File: config.mk
export PLATFORM = sky130hd
export DESIGN_NAME = rgb_pwm_sequencer
export DESIGN_NICKNAME = d
export VERILOG_FILES = /design/src/rtl/led_pkg.sv /design/src/rtl/pwm_channel.sv /design/src/rtl/rgb_pwm_sequencer.sv
export SDC_FILE = /design/constraint.sdc
export NUM_CORES = 1
export LEC_CHECK = 0
export CORE_MARGIN = 3
export CORE_UTILIZATION = 40
export DETAILED_ROUTE_END_ITERATION = 8
export GPL_TIMING_DRIVEN = 0
export PLACE_DENSITY = 0.53
export SETUP_SLACK_MARGIN = 0.05
export SYNTH_ARGS = -nofsm -noshare
export SYNTH_HDL_FRONTEND = slang
export SYNTH_SLANG_ARGS = --single-unit
export TNS_END_PERCENT = 5
File: constraint.sdc
create_clock -name CLK -period 11.09 [get_ports CLK]
set_input_delay 1.109 -clock CLK [delete_from_list [all_inputs] [get_ports CLK]]
set_output_delay 1.109 -clock CLK [all_outputs]
set_load 0.02 [all_outputs]
File: src/rtl/led_pkg.sv
// Shared definitions for the LED PWM sequencer: mode encodings and a
// constant-friendly ceiling log2.
package led_pkg;

   typedef enum logic [1:0] {
      MODE_STATIC = 2'd0,
      MODE_STEP   = 2'd1,
      MODE_FADE   = 2'd2,
      MODE_RSVD   = 2'd3
   } mode_e;

   function automatic int clog2(input int v);
      int r;
      r = 0;
      for (int i = 0; i < 31; i++) begin
         if ((1 << i) < v) r = i + 1;
      end
      return r;
   endfunction

endpackage

File: src/rtl/pwm_channel.sv
// One PWM channel: shadowed duty register, 1-LSB-per-period fade ramp and
// a registered comparator against the shared period counter.
module pwm_channel
   import led_pkg::*;
#(
   parameter int DUTY_W = 8
) (
   input  logic              CLK,
   input  logic              RESETN,
   input  logic              en,
   input  logic              tick,
   input  mode_e             mode,
   input  logic [DUTY_W-1:0] target,
   input  logic [DUTY_W-1:0] cnt,
   output logic              pwm,
   output logic              at_target
);

   logic [DUTY_W-1:0] duty;
   logic              pwm_r;

   assign at_target = (duty == target);
   assign pwm       = pwm_r & en;

   // Duty only moves on the period tick so a period never sees two duty values.
   always_ff @(posedge CLK or negedge RESETN) begin
      if (!RESETN) begin
         duty <= '0;
      end else if (tick) begin
         if (mode == MODE_FADE) begin
            if (duty < target)      duty <= duty + 1'b1;
            else if (duty > target) duty <= duty - 1'b1;
         end else begin
            duty <= target;
         end
      end
   end

   always_ff @(posedge CLK or negedge RESETN) begin
      if (!RESETN) pwm_r <= 1'b0;
      else         pwm_r <= en && (cnt < duty);
   end

endmodule

File: src/rtl/rgb_pwm_sequencer.sv
// Multi-channel PWM colour sequencer: colour table, period counter, dwell
// counter and step index driving CH pwm_channel instances.
module rgb_pwm_sequencer
   import led_pkg::*;
#(
   parameter int CH      = 3,
   parameter int DUTY_W  = 8,
   parameter int STEPS   = 8,
   parameter int DWELL_W = 16
) (
   input  logic                      CLK,
   input  logic                      RESETN,
   input  logic                      EN,
   input  logic [1:0]                MODE,
   input  logic [clog2(STEPS)-1:0]   LAST_STEP,
   input  logic [DWELL_W-1:0]        DWELL,
   input  logic                      WR_EN,
   input  logic [clog2(STEPS)-1:0]   WR_ADDR,
   input  logic [CH*DUTY_W-1:0]      WR_DATA,
   output logic [CH-1:0]             PWM,
   output logic [clog2(STEPS)-1:0]   STEP_IDX,
   output logic                      PERIOD_TICK
);

   localparam int IDX_W = clog2(STEPS);
   localparam logic [DUTY_W-1:0] CNT_LAST = DUTY_W'((1 << DUTY_W) - 2);

   logic [CH*DUTY_W-1:0] tbl [STEPS];
   logic [CH*DUTY_W-1:0] target;
   logic [DUTY_W-1:0]    cnt;
   logic [DWELL_W-1:0]   dwell;
   logic [DWELL_W-1:0]   dwell_lim;
   logic [1:0]           mode_prev;
   mode_e                mode_eff;
   logic [CH-1:0]        at_vec;
   logic                 tick;
   logic                 dwell_en;
   logic                 advance;
   logic [IDX_W-1:0]     next_idx;

   assign target      = tbl[STEP_IDX];
   assign tick        = EN && (cnt == CNT_LAST);
   assign PERIOD_TICK = tick;
   assign mode_eff    = (MODE == 2'd3) ? MODE_STATIC : mode_e'(MODE);
   assign dwell_lim   = (DWELL == '0) ? '0 : DWELL - DWELL_W'(1);

   // Fade only burns dwell once every channel has landed on its target.
   always_comb begin
      dwell_en = 1'b0;
      if (tick) begin
         dwell_en = (mode_eff == MODE_STEP) ||
                    ((mode_eff == MODE_FADE) && (&at_vec));
      end
      advance  = dwell_en && (dwell >= dwell_lim);
      next_idx = (STEP_IDX >= LAST_STEP) ? '0 : STEP_IDX + 1'b1;
   end

   // A tick in the same clock as a write still reads the old entry.
   always_ff @(posedge CLK or negedge RESETN) begin
      if (!RESETN) begin
         for (int i = 0; i < STEPS; i++) tbl[i] <= '0;
      end else if (WR_EN) begin
         tbl[WR_ADDR] <= WR_DATA;
      end
   end

   always_ff @(posedge CLK or negedge RESETN) begin
      if (!RESETN)               cnt <= '0;
      else if (!EN)              cnt <= '0;
      else if (cnt == CNT_LAST)  cnt <= '0;
      else                       cnt <= cnt + 1'b1;
   end

   always_ff @(posedge CLK or negedge RESETN) begin
      if (!RESETN) begin
         dwell     <= '0;
         STEP_IDX  <= '0;
         mode_prev <= 2'd0;
      end else begin
         mode_prev <= MODE;
         if (MODE != mode_prev) dwell <= '0;
         else if (advance)      dwell <= '0;
         else if (dwell_en)     dwell <= dwell + 1'b1;
         if (advance) STEP_IDX <= next_idx;
      end
   end

   for (genvar k = 0; k < CH; k++) begin : g_ch
      pwm_channel #(.DUTY_W(DUTY_W)) u_ch (
         .CLK       (CLK),
         .RESETN    (RESETN),
         .en        (EN),
         .tick      (tick),
         .mode      (mode_eff),
         .target    (target[k*DUTY_W +: DUTY_W]),
         .cnt       (cnt),
         .pwm       (PWM[k]),
         .at_target (at_vec[k])
      );
   end

endmodule

==> results.py <==
metrics = {
    "detailed_routing": {
        "wl_per_cell_um": 20.00,
        "drt_iter0_drc": 468,
        "via_per_inst": 5.471,
        "vias": 9241,
        "final_antenna_net_count": 0,
        "drt_wl_total_um": 33780,
        "drc_errors": 0,
        "dr.pass1.iters": 4,
    },
    "floorplan": {
        "start_util": 0.4112,
        "core_area_um2": 34040,
        "die_area_um2": 37270,
        "num_io_pins": 59,
        "die_w_um": 193.1,
        "num_rows": 67,
        "die_h_um": 193.1,
    },
    "worst_setup_path": {
        "critPathSlowestCell": "clkbuf_1",
        "cp-end-kind": "flop",
        "critPathLaunchType": "flop",
        "crit_cells": 15,
        "worstPathCellList": "buf_2 > clkbuf_1 > mux4_2 > mux2i_1 > ha_1 > and4b_1 > a211oi_1 > o211ai_1 > ha_1 > a21oi_1 > o211ai_1 > o41a_1 > xnor2_1 > or4_1 > nand3_1",
        "cp_slowest_stage_delay_ps": 610,
        "crit_type": "flop to flop",
        "critPathArrivalTime_ps": 6080,
        "crit_required_ps": 11580,
        "worstPathMaxFanout": 10,
        "critPathBufInv": 2,
        "r2r_cells": 15,
        "crit_family": "compound AO/OA/AOI/OAI gates",
    },
    "global_route": {
        "overflow": 0,
        "track_usage": 0.1847,
        "grt_pass1_vias": 9377,
        "grt_max_degree": 117,
        "use_met2": 0.2912,
        "antenna_found_initial": 1,
        "met1_usage": 0.2735,
        "grt.busiest_layer": "met2",
        "use_met3": 0.02730,
        "grt_pass1_wl_um": 53750,
    },
    "run_status": {
        "status": "complete, no violations",
    },
    "timing": {
        "finalCritPeriodShare": 0.5038,
        "slew_violations": 0,
        "fin_ws_ps": 5502,
        "final.setup.tns_ps": 0,
        "max_freq_mhz": 179.0,
        "slew_headroom": 0.3629,
        "grt_setup_unrepaired": "no",
        "fin_worst_skew_ps": 14.46,
        "period_needed_ps": 5588,
        "finalHoldViolations": 0,
        "setup_viol": 0,
        "tightestPinTransition_ps": 955.7,
    },
    "clock_network": {
        "cts_tree": "done",
        "ctsResizeCount": 0,
        "clock_path_buffers": 3,
        "cts_buffers": 29,
        "clkLatencyLatePin_ps": 560,
        "clock-sinks": 248,
        "clkSlewWorstSetupHoldPaths_ps": 70,
        "ctsHoldBuffers": 0,
        "cts_setup_buffers": 0,
        "clock-root-buffer": "clkbuf_16",
        "htree_levels": 1,
    },
    "yosys": {
        "synth.area.top_cells": "dfrtp_1 (44%), mux2_2 (13%), ha_1 (7.9%)",
        "synth-seq-area-share": 0.4434,
        "syn_nets": 1279,
        "synth_area_leader_cell": "dfrtp_1",
        "dominantRegCellSynth": "dfrtp_1",
        "ys_seq_elements": 248,
        "synth_top_area_share": 0.4434,
        "yosysMostFrequentCell": "dfrtp_1",
        "async_flop_share": 1.000,
        "synth_common_cells": "dfrtp_1 (248), mux2_2 (156), ha_1 (88)",
        "synth_edf_count": 0,
        "synth_area_per_cell_um2": 12.32,
        "syn_inst": 1136,
        "syn_area_um2": 14000,
        "ys_types": 62,
        "ys_warn_count": 0,
    },
    "placed_design": {
        "gp_congestion": 0.7782,
        "io_buffers": 53,
        "place_ws_ps": 5514,
        "hpwl_um": 23550,
    },
    "finish": {
        "drive_gt1_frac": 0.2297,
        "nets": 1365,
        "diodes": 0,
        "regArea_um2": 6206,
        "area_growth_pct": 14.38,
        "multiInputGateArea_um2": 7363,
        "fillerInstances": 3151,
    },
    "power_and_ir_drop": {
        "cellLeakagePower_nw": 6.777,
        "peakVddDrop_mv": 0.1391,
        "powerDensity_nw_per_um2": 159.6,
    },
    "run": {
        "maxCapViolCount": 0,
    },
    "min_path": {
        "hp-class": "input port to asynchronous set/reset pin",
    },
}
[area by class of cell]
type	count	share of cell area
multi-input combinational	793	0.4599
sequential	248	0.3877
timing repair buffer	55	0.03689
buffer	57	0.01774
clock inverter	5	0.002892
tap	448	0.03501
clock buffer	45	0.05096
inverter	38	0.008910
[metal layers]
layer | vias to the layer above | part of all wire | wire length [um]
met4 | 2 | 0.020 | 662
met5 | - | 0.00038 | 13
met2 | 131 | 0.45 | 15310
met3 | 39 | 0.037 | 1247
li1 | 4412 | - | -
met1 | 4657 | 0.49 | 16550
[logic make-up (layout without fill, tap and decap cells)]
| kind of cell | count (synthesis) | in the layout | share of synthesized area |
|---|---|---|---|
| and+or+nand+nor | 248 | 248 | 0.09565 |
| DFF | 248 | 248 | 0.4434 |
| muxes | 266 | 266 | 0.2507 |
| AOI/OAI and AO/OA | 145 | 145 | 0.06991 |
| xor gates and xnor gates | 43 | 43 | 0.02691 |
| buffers and inverters | 95 | 200 | 0.03048 |
| adders and majority gates | 91 | 91 | 0.08296 |
[power by group]
group	internal, W	switching (W)	total [W]
Sequential	0.00106	0.0000724	0.00113
Clock	0.000504	0.000378	0.000882
Combinational	0.000288	0.000251	0.000539
[flip-flops by register name, indices dropped and copies added (netlist names)]
register,cells
mode_prev,2
g_ch.u_ch.duty,24
cnt,8
STEP_IDX,3
tbl,192
g_ch.u_ch.pwm_r,3
dwell,16
[layout by cell type, fill, tap and decap left out, types with 6 or more instances in the layout]
master,count
clkbuf_16,29
mux2_2,156
buf_4,6
nor2_1,46
mux2_1,40
buf_2,14
inv_1,38
nor3_1,30
a211oi_1,15
mux2i_1,22
clkdlybuf4s50_1,52
nand3b_1,6
xnor2_1,22
nand2_1,50
ha_1,88
clkbuf_1,41
nand4_1,12
a31oi_1,6
o21ai_1,14
nand2b_1,10
a21o_1,22
or3_1,6
mux4_2,48
o211ai_1,8
nand3_1,42
xor2_1,21
a21oi_1,46
dfrtp_1,248
[worst reg2reg max path, stage by stage (launching register included)]
cell and delay [ps]:
dfrtp_1 600, buf_2 390, clkbuf_1 610, mux4_2 430, mux2i_1 430, ha_1 360
and4b_1 190, a211oi_1 280, o211ai_1 410, ha_1 450, a21oi_1 180, o211ai_1 160
o41a_1 370, xnor2_1 150, or4_1 430, nand3_1 90
[final timing paths]
path | from | endpoint | slack, ps
max reg2reg | STEP_IDX[1]$_DFFE_PN0P_ | g_ch[0].u_ch.duty[7]$_DFFE_PN0P_ | 5500
min in group CLK | tbl[131]$_DFFE_PN0P_ | tbl[131]$_DFFE_PN0P_ | 480
max | STEP_IDX[1]$_DFFE_PN0P_ | g_ch[0].u_ch.duty[7]$_DFFE_PN0P_ | 5500
min | RESETN | cnt[4]$_DFF_PN0_ | 440
max in group asynchronous | RESETN | tbl[177]$_DFFE_PN0P_ | 9720
min reg2reg | tbl[131]$_DFFE_PN0P_ | tbl[131]$_DFFE_PN0P_ | 480
[through the flow]
stage / std cells / hold slack [ps] / power [W] / utilization / instance area, um^2
floorplan: 1136 / 452.4 / 0.001528 / - / 14000
global placement: 1637 / 463.1 / 0.001674 / 0.4433 / 15090
detailed placement: 1639 / 470.2 / 0.001692 / 0.4450 / 15150
CTS: 1689 / 440.2 / 0.002588 / 0.4704 / 16010
global route: 1689 / 456.8 / 0.002697 / 0.4704 / 16010
finish: 1689 / 438.8 / 0.002555 / 0.4704 / 16010
No activity file was read; power rests on OpenSTA's default activity.
